File: src/rtl/aud_recorder_mc.sv
// aud_recorder_mc: I2S ADC capture engine for the WM8731 path. Deserialises
// one or two channels of DATA_W-bit samples and hands each word to the SRAM
// write port over valid/ready. Stereo words are interleaved. Control is
// frame-aligned, and the block adds a length limit and overflow detection.
module aud_recorder_mc #(
  parameter int DATA_W  = 16,
  parameter int ADDR_W  = 20,
  parameter int N_CH    = 2,
  parameter int MAX_LEN = 2**20
) (
  input  logic              i_clk,
  input  logic              i_rst_n,
  input  logic              i_lrc,
  input  logic              i_data,
  input  logic              i_start,
  input  logic              i_pause,
  input  logic              i_stop,
  output logic [ADDR_W-1:0] o_address,
  output logic [DATA_W-1:0] o_data,
  output logic              o_wr_valid,
  input  logic              i_wr_ready,
  output logic [ADDR_W:0]   o_recd_len,
  output logic              o_busy,
  output logic              o_full,
  output logic              o_overflow
);

  localparam int              CNT_W   = $clog2(DATA_W);
  localparam logic [ADDR_W:0] MAX_CNT = (ADDR_W+1)'(MAX_LEN);
  localparam logic [ADDR_W:0] ONE_CNT = (ADDR_W+1)'(1);

  typedef enum logic [2:0] {
    S_IDLE,
    S_ARMED,
    S_SHIFT,
    S_WAIT_CH,
    S_PAUSE
  } state_t;

  state_t             r_state;
  state_t             w_state_nxt;
  logic               r_lrc_d;
  logic [CNT_W-1:0]   r_bit_cnt;
  logic               r_ch;
  logic [DATA_W-1:0]  r_shift;
  logic               r_word_rdy;
  logic [ADDR_W:0]    r_word_cnt;
  logic               r_pause_def;
  logic               r_stop_def;

  logic               w_req_stop;
  logic               w_req_pause;
  logic               w_req_start;
  logic               w_lrc_rise;
  logic               w_lrc_fall;
  logic               w_last_bit;
  logic               w_last_ch;
  logic               w_frame_end;
  logic               w_limit;
  logic               w_shift_en;
  logic               w_enter_ch0;
  logic               w_enter_ch1;
  logic               w_defer;
  logic               w_clr_run;
  logic [ADDR_W:0]    w_addr_p1;

  // Stop outranks pause, and pause outranks start, on any given cycle.
  assign w_req_stop  = i_stop;
  assign w_req_pause = i_pause & ~i_stop;
  assign w_req_start = i_start & ~i_pause & ~i_stop;

  assign w_lrc_rise  = i_lrc & ~r_lrc_d;
  assign w_lrc_fall  = ~i_lrc & r_lrc_d;
  assign w_last_bit  = (r_state == S_SHIFT) && (r_bit_cnt == CNT_W'(DATA_W-1));
  assign w_last_ch   = (r_ch == 1'(N_CH-1));
  assign w_frame_end = w_last_bit & w_last_ch;
  // The word finishing at frame end has not been counted yet, so look one ahead.
  assign w_limit     = ((r_word_cnt + ONE_CNT) == MAX_CNT);
  assign w_addr_p1   = {1'b0, o_address} + ONE_CNT;

  // State register; o_busy is a registered copy of "not idle".
  always_ff @(posedge i_clk or negedge i_rst_n) begin
    if (!i_rst_n) begin
      r_state <= S_IDLE;
      o_busy  <= 1'b0;
    end else begin
      // NOTE: clocked state always uses non-blocking assignments, so every
      // process reads the pre-edge values regardless of evaluation order.
      r_state <= w_state_nxt;
      o_busy  <= (r_state != S_IDLE);
    end
  end

  // Next-state logic: immediate requests in ARMED/PAUSE, deferred ones at frame end.
  always_comb begin
    // NOTE: default first, so no path leaves the signal unassigned (no latch).
    w_state_nxt = r_state;
    case (r_state)
      S_IDLE: begin
        if (w_req_start) w_state_nxt = S_ARMED;
      end
      S_ARMED: begin
        if (w_req_stop)       w_state_nxt = S_IDLE;
        else if (w_req_pause) w_state_nxt = S_PAUSE;
        else if (w_lrc_rise)  w_state_nxt = S_SHIFT;
      end
      S_SHIFT: begin
        if (w_last_bit) begin
          if (!w_last_ch)                       w_state_nxt = S_WAIT_CH;
          else if (w_limit || r_stop_def || i_stop) w_state_nxt = S_IDLE;
          else if (r_pause_def || i_pause)      w_state_nxt = S_PAUSE;
          else                                  w_state_nxt = S_ARMED;
        end
      end
      S_WAIT_CH: begin
        if (w_lrc_fall) w_state_nxt = S_SHIFT;
      end
      S_PAUSE: begin
        if (w_req_stop)       w_state_nxt = S_IDLE;
        else if (w_req_start) w_state_nxt = S_ARMED;
      end
      default: w_state_nxt = S_IDLE;
    endcase
  end

  // Output decode: per-state strobes that steer the datapath.
  always_comb begin
    w_shift_en  = (r_state == S_SHIFT);
    w_enter_ch0 = (r_state == S_ARMED) && (w_state_nxt == S_SHIFT);
    w_enter_ch1 = (r_state == S_WAIT_CH) && w_lrc_fall;
    w_defer     = (r_state == S_SHIFT) || (r_state == S_WAIT_CH);
    w_clr_run   = (r_state == S_IDLE) && w_req_start;
  end

  // Serial capture: LRC history, bit/channel counters, shift register, requests held for frame end.
  always_ff @(posedge i_clk or negedge i_rst_n) begin
    if (!i_rst_n) begin
      r_lrc_d     <= 1'b0;
      r_bit_cnt   <= '0;
      r_ch        <= 1'b0;
      r_shift     <= '0;
      r_word_rdy  <= 1'b0;
      r_pause_def <= 1'b0;
      r_stop_def  <= 1'b0;
    end else begin
      r_lrc_d     <= i_lrc;
      r_word_rdy  <= w_last_bit;
      r_stop_def  <= w_defer && !w_frame_end && (r_stop_def  || i_stop);
      r_pause_def <= w_defer && !w_frame_end && (r_pause_def || i_pause);
      if (w_shift_en) begin
        r_shift   <= {r_shift[DATA_W-2:0], i_data};
        r_bit_cnt <= r_bit_cnt + CNT_W'(1);
      end
      if (w_enter_ch0) begin
        r_ch      <= 1'b0;
        r_bit_cnt <= '0;
      end
      if (w_enter_ch1) begin
        r_ch      <= 1'b1;
        r_bit_cnt <= '0;
      end
    end
  end

  // Write port: hand off completed words, track accepted length, flag drops and the limit.
  always_ff @(posedge i_clk or negedge i_rst_n) begin
    if (!i_rst_n) begin
      o_address  <= '0;
      o_data     <= '0;
      o_wr_valid <= 1'b0;
      o_recd_len <= '0;
      o_full     <= 1'b0;
      o_overflow <= 1'b0;
      r_word_cnt <= '0;
    end else begin
      if (o_wr_valid && i_wr_ready) begin
        o_wr_valid <= 1'b0;
        if (w_addr_p1 > o_recd_len) o_recd_len <= w_addr_p1;
      end
      // NOTE: a later non-blocking assignment in the same block wins, so a
      // word loading on the accepting edge keeps o_wr_valid high.
      if (r_word_rdy) begin
        if (!o_wr_valid || i_wr_ready) begin
          o_data     <= r_shift;
          o_address  <= r_word_cnt[ADDR_W-1:0];
          o_wr_valid <= 1'b1;
        end else begin
          o_overflow <= 1'b1;
        end
        r_word_cnt <= r_word_cnt + ONE_CNT;
        if (w_limit) o_full <= 1'b1;
      end
      if (w_clr_run) begin
        r_word_cnt <= '0;
        o_recd_len <= '0;
        o_full     <= 1'b0;
        o_overflow <= 1'b0;
      end
    end
  end

endmodule

File: config.mk
export PLATFORM = sky130hd
export DESIGN_NAME = aud_recorder_mc
export DESIGN_NICKNAME = d
export VERILOG_FILES = /design/src/rtl/aud_recorder_mc.sv
export SDC_FILE = /design/constraint.sdc
export NUM_CORES = 1
export LEC_CHECK = 0
export BUFFER_PORTS_ARGS = -buffer_cell sky130_fd_sc_hd__buf_2
export CORE_MARGIN = 2
export CORE_UTILIZATION = 32
export DETAILED_ROUTE_END_ITERATION = 6
export SLEW_MARGIN = 25
export SYNTH_ARGS = -nofsm -noshare
export SYNTH_HDL_FRONTEND = slang
export SYNTH_SLANG_ARGS = --single-unit
export TNS_END_PERCENT = 5
File: constraint.sdc
create_clock -name i_clk -period 7.5 [get_ports i_clk]
set_input_delay 1.125 -clock i_clk [delete_from_list [all_inputs] [get_ports i_clk]]
set_output_delay 1.125 -clock i_clk [all_outputs]
set_load 0.02 [all_outputs]
After elaboration in Yosys (flattened, before gate mapping)
Cells that the tools add are included.
Word-level totals
  output and inout port bits: 61
  register bits: 110
Operators by class
  magnitude comparators: 1
  bitwise logic cells: 10
  reduce and logical (&&, ||, !) cells: 28
  add/subtract/negate cells: 3
  equality and inequality tests: 8
  muxes and demuxes: 30
Operators with widths (count)
  $mux W21: 5
  $mux W3: 10
  $add A20 B1 Y21 const B: 1
  $add A21 B1 Y21 const B: 1
  $eq A21 B21 Y1 const B: 1
  $gt A21 B21 Y1: 1
  $pmux W3 S5: 1
  $mux W4: 3
  $mux W1: 11
  $reduce_bool A2 Y1: 5
  $eq A3 B2 Y1 const B: 3
  $logic_and A1 B1 Y1: 8
  $reduce_and A2 Y1: 4
  $and A1 B1 Y1: 6
  $logic_or A1 B1 Y1: 6
  $reduce_bool A3 Y1: 2
  $add A4 B1 Y4 const B: 1
  $eq A4 B4 Y1 const B: 1
  $not A1 Y1: 4
  $eq A3 B1 Y1 const B: 1
  $eq A3 B3 Y1 const B: 1
  $logic_not A3 Y1: 1
  $logic_not A1 Y1: 2
  $ne A2 B2 Y1 const B: 1

Longest topological paths before layout
Gate-level depths: netlist of the first run.
  word-level depth: 12
  gate-level depth with buffers: 13
  mapped depth without buffers: 12

Worst setup path after synthesis of the first run
OpenSTA, ideal clock, no wires.
  kind: reg-to-reg
  start point: reg o_address[0]
  end point: reg o_recd_len[10]
  setup time: 79 ps
  cell stages (with the launch flop): 14
  buffers on the path: 1
  arrival time: 3006 ps
  slack: 4415 ps
  required time: 7421 ps
  cells stage by stage: dfrtp_1 ha_1 inv_1 nor4_2 nand2_1 xnor2_1 ha_1 a21o_1 a21o_1 a2111oi_0 or3_1 a21oi_1 buf_4 mux2i_1
On the way
  cells in the longest elaborated chain, start to end: 4
  elaborated cells between the ends (all ways): 7
  those cells by class: 1 x add/sub; 1 x order compare; 3 x mux; 2 x reduce/logical
Ends and longest elaborated chain
  start, declared: RTL line 18  | output logic [ADDR_W-1:0] o_address,
  start signal, assigned: RTL line 185  | o_address <= r_word_cnt[ADDR_W-1:0];
  $add A20 B1 Y21 *: RTL line 79  | assign w_addr_p1 = {1'b0, o_address} + ONE_CNT;
  $gt A21 B21 Y1 or $mux W21 (tied branches): RTL line 178  | if (w_addr_p1 > o_recd_len) o_recd_len <= w_addr_p1;
  $reduce_bool A2 Y1 (no source line) or $mux W21 (tied branches)
  $reduce_and A2 Y1 (no source line) or $mux W21 (tied branches)
  end signal, assigned: RTL line 178
  end, declared: RTL line 22  | output logic [ADDR_W:0] o_recd_len,
Every way passes the cells marked *; elsewhere a longest branch is shown, timed or not. The select of a mux whose other input is x is not followed.
A chain may end at the register's enable or synchronous reset.

Final worst setup path of the first run
  start point: reg o_address[6]
  end point: reg o_recd_len[7]
Same word-level chain as after synthesis.

==> metrics.txt, run 1 <==
status=finished, final reports clean; kind of start point of the critical path=register; crit path from=o_address[6]; # diodes=0; VDD IR max=0.000172 V; maximum fanout along the worst path=20; Fmax=292 MHz; GRT Util Overall=13.4%; initial antenna violation count=0; layout cells sized above 1=20.1%; Row Count=49; Chip Height=140 um; Fin. Hold Viols=0; CP Cell Sequence=nand4_1 -> nor4_2 -> nand2_1 -> xnor2_1 -> ha_1 -> nand4_1 -> or4_1 -> o21ai_0 -> a21oi_2 -> buf_4 -> mux2i_1; Hold WS=0.474 ns; drt wl/cell=14.2 um; first-pass GRT wire length=21.4 mm; worst path required time=7.73 ns; gr ovfl total=0; Resized Gates After CTS=0; EDFF count, synth=0; via count of the first global-routing pass=4054; Mapped Area=5890 sq um; placed cells=883; synthesized instance count=609; port bufs=68; RR Startpoint=o_address[6]; crit path kind=reg2reg; routability cong.=0.843; CTS sink cnt=110; vias per cell=4.87; Fin Setup TNS=0 ns; DRC=0; Worst Setup EP=o_recd_len[7]; Worst-path clk slew=0.08 ns; clk buf depth=2; ys async rst share=100%; Layout area overhead=14.4%; commonest cells after routing, fill and taps aside=127 x nand2_1, 110 x dfrtp_1, 67 x buf_2; largest net degree at the start of global routing=57; Hold Crit Class=reg2reg; Ys Warns=0; Setup Viol. Count Final=0; Starting Density=32.7%; count of pins over their slew limit=0; Post-CTS Setup Inserts=0; drt pass-1 iters=4; post-synthesis sequential area ratio=46.7%; Final Routed Wirelength=12.8 mm; number of fill cells=1882; Tmin final=3.42 ns; final net count=697; Hold Buf Count CTS=0; WP data arrival=3.65 ns; final cell count without fillers=899; CP most frequent cell=nand4_1; final period utilization=45.6%; die area=19500 sq um; CTS tree=yes; vias post-DR=4374; CP endpoint kind=register; Skew-Pair Late Insertion Delay=0.36 ns; FF-to-FF setup slack=4.08 ns; RSZ-0062 raised after global routing=false; Largest stage delay, worst path=0.55 ns; Slew @ Worst Pin=0.778 ns; Yosys reg bits=110; number of H-tree levels=3; Detail Route Antenna Nets=0; slowest CP cell=or4_1; Slew HR=48.1%; design area=6740 sq um; hold wc startpoint=r_shift[15]; Syn Nets=641; Max Cap Viol=0; TritonCTS Buffers=9; RR Endpoint=o_recd_len[7]; Netlist cell types=54; I/O Pins=69; HPWL after detailed placement=9.17 mm; Power Density=302 nW/um^2; initial DRC count=195; Root Driver=clkbuf_16; Worst Reg-to-Reg Cells=11; P_leak=3.19 nW; commonest non-fill, non-tap cell in the layout=nand2_1; clk_skew=0.0123 ns; Mapped Avg Cell Area=9.67 sq um; Die W=140 um; prevailing post-synth register cell=dfrtp_1; DP Area=6440 sq um; core area=18000 sq um
## power by group
part           internal, mW  switching (mW)
Clock                 0.237           0.237
Combinational         0.289           0.394
Sequential            0.722           0.156
Total                  1.25           0.788
## sequential cells by signal, indices dropped and copies added, names as in the netlist
signal	cells
o_overflow	1
r_shift	16
r_pause_def	1
r_state	3
o_full	1
r_ch	1
r_bit_cnt	4
o_recd_len	21
r_stop_def	1
o_busy	1
r_lrc_d	1
o_address	20
o_data	16
r_word_rdy	1
o_wr_valid	1
r_word_cnt	21
## cell usage after synthesis (7+ instances only)
cell type / instances / area (sq um)
a21oi_1: 7 / 35.0
clkbuf_1: 16 / 60.1
dfrtp_1: 110 / 2750
ha_1: 24 / 300
inv_1: 29 / 109
mux2_2: 34 / 383
mux2i_1: 23 / 230
nand2_1: 127 / 477
nand3_1: 21 / 105
nand4_1: 17 / 106
nor2_1: 49 / 184
nor3_1: 11 / 55.1
o21ai_0: 14 / 70.1
xnor2_1: 28 / 245
xor2_1: 16 / 140
## critical path, delay by kind of cell, from the launching register on
| kind | cells | cell delay [ns] |
|---|---|---|
| muxes | 1 | 0.16 |
| buffers and inverters | 1 | 0.26 |
| and+or+nand+nor | 5 | 1.49 |
| xor gates and xnor gates | 1 | 0.18 |
| DFF | 1 | 0.46 |
| adders and majority gates | 1 | 0.33 |
| AOI/OAI and AO/OA | 2 | 0.40 |
## logic make-up (layout without fill, tap and decap cells)
group,count (synthesis),after routing,share of synthesized area [%]
AOI/OAI and AO/OA,54,54,6.56
xor gates and xnor gates,44,44,6.54
adders and majority gates,24,24,5.10
buffers and inverters,57,118,3.99
DFF,110,110,46.7
muxes,57,57,10.4
and+or+nand+nor,263,263,20.7
## through the flow
stage | utilization (%) | total power, mW | setup slack, ns
detailed placement | 35.7 | 1.58 | 4.04
CTS | 37.4 | 2.06 | 4.04
global route | 37.4 | 2.19 | 3.79
global placement | 35.7 | 1.57 | 4.16
finish | 37.4 | 2.04 | 4.08
floorplan | - | 1.34 | 4.41
## worst min-delay path by stage
stage                       end  slack, ns  cells after the start
floorplan           r_shift[15]       0.44                      2
global placement    r_shift[15]       0.47                      2
detailed placement  r_shift[15]       0.46                      2
CTS                 r_shift[15]       0.48                      2
global route        r_shift[15]       0.51                      2
finish              r_shift[15]       0.47                      2
## metal layers
metal,wire length (um),GRT usage (%)
met2,5530,20.2
met1,6480,19.3
met5,0,0
met4,126,3.47
met3,649,3.30
## area by class of cell
| cell class | instances | area, sq um | area share [%] |
|---|---|---|---|
| clock inverter | 7 | 73.8 | 1.10 |
| timing repair buffer | 73 | 380 | 5.64 |
| inverter | 29 | 109 | 1.62 |
| sequential | 110 | 2750 | 40.8 |
| tap | 229 | 287 | 4.25 |
| multi-input combinational | 442 | 2910 | 43.2 |
| clock buffer | 9 | 225 | 3.34 |
Power figures use the tool's default switching activity.
==> run 2: changes to the inputs <==
--- a/config.mk
+++ b/config.mk
@@ -5,6 +5,7 @@
 export SDC_FILE = /design/constraint.sdc
 export NUM_CORES = 1
 export LEC_CHECK = 0
+export ABC_AREA = 1
 export BUFFER_PORTS_ARGS = -buffer_cell sky130_fd_sc_hd__buf_2
 export CORE_MARGIN = 2
 export CORE_UTILIZATION = 32
==> constraint.sdc (replaced) <==
create_clock -name i_clk -period 3.1 [get_ports i_clk]
set_input_delay 0.465 -clock i_clk [delete_from_list [all_inputs] [get_ports i_clk]]
set_output_delay 0.465 -clock i_clk [all_outputs]
set_load 0.02 [all_outputs]
==> metrics.txt, run 2 <==
status=finished with violations; failing checks=negative setup slack; port bufs=68 (unchanged); die area=19800 sq um (+1.5%); drt wl/cell=13.0 um (-8.3%); most frequent cell after synthesis=nand2_1; Slew HR=45.6% (-2.6 points); I/O Pins=69 (unchanged); CP Cell Sequence=nand2_1 -> nor3_2 -> nand4_1 -> nor2_1 -> nand3_1 -> nor2_2 -> nand4_1 -> nor2_1 -> nand3_1 -> nor2_2 -> ha_1 -> nand2_1 -> o21ai_0 -> a21oi_1 -> nand3_2 -> nand2_4 -> nor2_4 -> buf_4 -> nand2_1 -> nand2_1; crit path kind=reg2reg; vias per cell=4.65 (-4.5%); CP endpoint kind=register; post-synth top area cell=dfrtp_1; core area=18500 sq um (+2.7%); DRC=0 (unchanged); initial antenna violation count=0 (unchanged); worst path required time=3.35 ns (-4.38 ns); Tmin final=3.15 ns (-0.271 ns); Fmax=317 MHz (+8.6%); Skew-Pair Late Insertion Delay=0.36 ns (about the same); FF-to-FF setup slack=-0.05 ns (-4.13 ns); EDFF count, synth=0 (unchanged); kind of start point of the critical path=register; HPWL after detailed placement=10.5 mm (+15%); top post-synthesis cells by area=dfrtp_1 46%, nand2_1 13%, o21ai_0 5.8%; Worst-path clk slew=0.08 ns (about the same); Syn Nets=780 (+22%); Mapped Avg Cell Area=8.00 sq um (-17%); Hold Buf Count CTS=0 (unchanged); setup ws final=-0.0509 ns (-4.13 ns); RSZ-0062 raised after global routing=true; prevailing post-synth register cell=dfrtp_1; WP data arrival=3.40 ns (-0.25 ns); Starting Density=32.3% (-0.37 points); CP most frequent cell=nand2_1; Hold Crit Class=in2async; met3 Usage GRT=2.17% (-1.1 points); GRT Util Overall=14.5% (+1.1 points); Power Density=635 nW/um^2 (+110%); Final Util=38.1% (+0.73 points); GR peak layer=met2; initial DRC count=362 (+86%); Max Cap Viol=0 (unchanged); Hold WS=0.133 ns (-0.342 ns); M2 GR Usage=24.1% (+3.9 points); Chip Height=141 um (+0.76%); DP Worst Slack=-0.0282 ns (-4.07 ns); clk_skew=0.0109 ns (-0.00137 ns); final net count=856 (+23%); final period utilization=102% (+56 points); RR Endpoint=o_recd_len[14]; TritonCTS Buffers=9 (unchanged); Root Driver=clkbuf_16; number of H-tree levels=3 (unchanged); synthesized instance count=748 (+23%); RR Startpoint=o_address[2]; CTS tree=yes; count of pins over their slew limit=0 (unchanged); Layout area overhead=18.0%; Die W=141 um (+0.76%); CTS sink cnt=110 (unchanged); largest net degree at the start of global routing=51 (-11%); drt pass-1 iters=5 (+1); first-pass GRT wire length=23.3 mm (+9.0%); Fin. Hold Viols=0 (unchanged); commonest cells after routing, fill and taps aside=203 x nand2_1, 109 x dfrtp_1, 90 x inv_1; post-synthesis sequential area ratio=46.0% (-0.72 points); vias post-DR=4940 (+13%); maximum fanout along the worst path=6 (-70%); Row Count=50 (+2.0%); Fin Setup TNS=-0.589 ns (-0.589 ns); VDD IR max=0.000265 V (+54%); ys async rst share=100% (unchanged); global-route met1 utilization=19.8% (+0.50 points); P_leak=3.50 nW (+9.8%); Yosys reg bits=110 (unchanged); layout cells sized above 1=18.7% (-1.5 points); Slew @ Worst Pin=0.813 ns (+0.0355 ns); Setup Viol. Count Final=21 (+21); Mapped Area=5980 sq um (+1.6%); Final Routed Wirelength=13.9 mm (+8.4%); slowest CP cell=dfrtp_2; # diodes=0 (unchanged); routability cong.=0.876 (+3.9%); Ys Warns=0 (unchanged); Largest stage delay, worst path=0.43 ns (-0.12 ns); commonest non-fill, non-tap cell in the layout=nand2_1; clk buf depth=2 (unchanged); Detail Route Antenna Nets=0 (unchanged); Worst Reg-to-Reg Cells=20 (+9); Synth top area share=46.0% (-0.72 points); biggest regs=o_recd_len (21), r_word_cnt (21), o_address (20); gr ovfl total=0 (unchanged); Post-synth top cells=204 x nand2_1, 110 x dfrtp_1, 91 x inv_1, 69 x o21ai_0, 54 x nor2_1; via count of the first global-routing pass=4733 (+17%); Netlist cell types=41 (-24%)
-- run 2: cell types whose count changed after synthesis, moves of 6 or more --
cell and delta:
nand3_1 +22, nand2_1 +77, o22ai_1 +10, nor2_2 +12, mux2_2 -32, and3_1 -6
xnor2_1 -27, and4_1 -6, o21ai_0 +55, mux2i_1 -23, a21oi_1 +7, nor2_4 +7
inv_1 +62
-- run 2: layer usage --
layer	vias to the layer above	share of wire, %	routed length [um]
li1	2567	-	-
met5	-	0	0
met4	0	0.92	128
met1	2289	49	6720
met3	12	3.0	410
met2	72	48	6600
-- run 2: layout make-up --
class / instances / area (sq um)
clock buffers: 10 / 229
clock inverters: 6 / 116
fillers: 1932 / 11500
inverters: 97 / 364
multi-input cells: 522 / 2810
flip-flops and latches: 110 / 2750
well taps: 234 / 293
repair buffers: 84 / 490
-- run 2: cell families after synthesis --
logic type / Yosys count / synth area share (%)
compound gates: 103 / 9.20
simple gates: 375 / 29.1
flops: 110 / 46.0
fa+ha+maj: 24 / 5.02
buf+inv: 116 / 7.55
mux: 2 / 0.376
xor+xnor: 18 / 2.76
-- run 2: worst max path at each step --
stage / start / end / slack [ns] / cells past startpoint
2_1_floorplan: o_address[3] / o_recd_len[16] / 0.20 / 20
3_3_place_gp: o_address[1] / o_recd_len[0] / 0.03 / 18
3_5_place_dp: o_address[2] / o_recd_len[0] / -0.03 / 19
4_1_cts: o_address[1] / o_recd_len[0] / 0.003 / 18
5_1_grt: o_address[2] / o_recd_len[3] / -0.29 / 22
6_report: o_address[2] / o_recd_len[14] / -0.05 / 20
-- run 2: critical path, delay by kind of cell, from the launching register on --
kind                       cells  cell delay, ns
and+or+nand+nor               16            1.84
DFF                            1            0.43
AOI/OAI and AO/OA              2            0.35
buffers and inverters          1            0.16
adders and majority gates      1            0.25
-- run 2: repair_timing --
item                                    CTS  global route
buffers inserted                          0             1
endpoints found under the setup margin   21            21
pin swaps                                 0             1
resized for setup                         2            11
hold endpoints to repair                  0             0
-- run 2: metrics by stage --
step	total power, mW	cell area [sq um]	instances
detailed placement	3.13	6660	1046
global route	4.79	7060	1063
global placement	3.10	6660	1046
CTS	4.49	7010	1062
finish	4.48	7060	1063
floorplan	2.73	5980	748
-- run 2: power breakdown --
group / internal (mW) / switching, mW
clock: 0.800 / 0.555
sequential: 1.70 / 0.181
combinational: 0.445 / 0.799
==> run 3: changes to the inputs <==
--- a/config.mk
+++ b/config.mk
@@ -10,6 +10,7 @@
 export CORE_MARGIN = 2
 export CORE_UTILIZATION = 32
 export DETAILED_ROUTE_END_ITERATION = 6
+export SETUP_SLACK_MARGIN = 0.5
 export SLEW_MARGIN = 25
 export SYNTH_ARGS = -nofsm -noshare
 export SYNTH_HDL_FRONTEND = slang
==> metrics.txt, run 3 (synthesized netlist as in run 2, its figures left out) <==
status=finished, final reports clean; CP most frequent cell=nand2_1; Fin. Hold Viols=0 (unchanged); initial DRC count=316 (-13%); HPWL after detailed placement=10.6 mm (+0.91%); port bufs=68 (unchanged); CP endpoint kind=register; first-pass GRT wire length=23.7 mm (+1.9%); vias per cell=4.65 (about the same); routability cong.=0.873 (-0.34%); Power Density=616 nW/um^2 (-3.1%); CP Cell Sequence=buf_4 -> nand3_2 -> nor3_4 -> nand3_2 -> nor2_2 -> nand4_2 -> nor2_1 -> nand2_1 -> xor2_1 -> ha_1 -> nand2_1 -> nor2_2 -> nand4_1 -> inv_1 -> nand4_1 -> nand3_2 -> nand2_4 -> nor2_4 -> buf_8 -> nand2_1 -> nand2_1; Hold Crit Class=in2async; Row Count=50 (unchanged); clk_skew=0.0107 ns (-0.000222 ns); maximum fanout along the worst path=14 (+8); DRC=0 (unchanged); TritonCTS Buffers=9 (unchanged); Largest stage delay, worst path=0.40 ns (-0.03 ns); placed cells=1045 (-0.096%); DP Area=6670 sq um (+0.19%); slowest CP cell=dfrtp_2; core area=18500 sq um (unchanged); layout cells sized above 1=19.8% (+1.1 points); worst path required time=3.39 ns (+0.04 ns); crit path kind=reg2reg; Slew HR=49.8% (+4.2 points); # diodes=0 (unchanged); count of pins over their slew limit=0 (unchanged); P_leak=3.52 nW (+0.36%); Starting Density=32.3% (unchanged); area of the multi-input gates=2820 sq um (+0.22%); commonest cells after routing, fill and taps aside=203 x nand2_1, 104 x dfrtp_1, 91 x inv_1; number of fill cells=1945 (+0.67%); kind of start point of the critical path=register; VDD IR max=0.000286 V (+8.0%); Crit path max-delay family=simple AND/OR/NAND/NOR gates; CTS tree=yes; drt pass-1 iters=4 (-1); final period utilization=97.1% (-4.5 points); Worst-path clk slew=0.08 ns (about the same); Fmax=332 MHz (+4.6%); WP data arrival=3.30 ns (-0.10 ns); Skew-Pair Late Insertion Delay=0.36 ns (about the same); vias post-DR=4967 (+0.55%); commonest non-fill, non-tap cell in the layout=nand2_1; number of H-tree levels=3 (unchanged); RSZ-0062 raised after global routing=true; biggest regs=o_recd_len (21), r_word_cnt (21), o_address (20); Max Cap Viol=0 (unchanged); Chip Height=141 um (unchanged); WP buf/inv=3 (+2); gr ovfl total=0 (unchanged); largest net degree at the start of global routing=54 (+5.9%); Fin Setup TNS=0 ns (+0.589 ns); clk buf depth=2 (unchanged); Layout area overhead=18.0% (about the same); final net count=862 (+0.70%); drt wl/cell=13.4 um (+2.6%); Hold WS=0.0239 ns (-0.109 ns); GRT Util Overall=14.9% (+0.37 points); Die W=141 um (unchanged); Detail Route Antenna Nets=0 (unchanged); CTS sink cnt=110 (unchanged); Slew @ Worst Pin=0.751 ns (-0.0622 ns); Tmin final=3.01 ns (-0.140 ns); die area=19800 sq um (unchanged); Register Area=2760 sq um (+0.23%); Root Driver=clkbuf_16; initial antenna violation count=0 (unchanged); Design Power=4.35 mW (-3.0%); Setup Viol. Count Final=0 (-100%); I/O Pins=69 (unchanged); design area=7060 sq um (about the same); via count of the first global-routing pass=4781 (+1.0%); final cell count without fillers=1069 (+0.56%); Final Routed Wirelength=14.3 mm (+3.2%)
## run 3: cell types whose count changed in the layout (fill, tap and decap cells not counted), moves of 2 or more
cell / before / now
buf_4: 14 / 20
bufinv_16: 3 / 0
clkbuf_8: 0 / 2
clkinv_4: 0 / 2
dfrtp_1: 109 / 104
dfrtp_2: 1 / 6
inv_6: 3 / 1
## run 3: per-stage QoR
stage / util, % / setup slack, ns
5_1_grt: 38.1 / -0.169
3_3_place_gp: 36.0 / 0.154
4_1_cts: 37.9 / 0.177
6_report: 38.1 / 0.0888
2_1_floorplan: - / 0.304
3_5_place_dp: 36.0 / 0.0570
## run 3: final timing paths
kind,cells past startpoint,slack (ns),startpoint,to
setup reg to reg,21,0.09,o_address[2],o_recd_len[13]
min in group i_clk,1,0.22,i_lrc,r_lrc_d
setup / recovery,21,0.09,o_address[2],o_recd_len[13]
hold reg to reg,2,0.48,o_data[8],o_data[8]
max in group asynchronous,2,2.34,i_rst_n,r_word_cnt[17]
hold / removal,1,0.02,i_rst_n,r_shift[6]
## run 3: timing repair
item,in CTS,in global routing
endpoints found under the hold margin,0,0
endpoints found under the setup margin,21,21
hold buffers,0,0
gates resized for setup,7,4
pin swaps,2,7
buffers inserted,4,4
## run 3: power by group
part / internal (mW) / switching [mW]
Clock: 0.597 / 0.554
Sequential: 1.70 / 0.180
Combinational: 0.478 / 0.833
Total: 2.78 / 1.57
## run 3: layout make-up
class | count | area share (%)
multi-input combinational | 522 | 39.9
tap | 234 | 4.15
inverter | 97 | 5.16
clock inverter | 3 | 0.372
timing repair buffer | 90 | 7.65
clock buffer | 13 | 3.69
sequential | 110 | 39.1
## run 3: per-layer routing
| layer | global-route usage, % | routed length [um] | vias to the layer above |
|---|---|---|---|
| li1 | - | - | 2571 |
| met4 | 6.00 | 301 | 0 |
| met2 | 24.2 | 6610 | 86 |
| met5 | 0 | 0 | - |
| met1 | 19.9 | 6900 | 2286 |
| met3 | 2.48 | 490 | 24 |
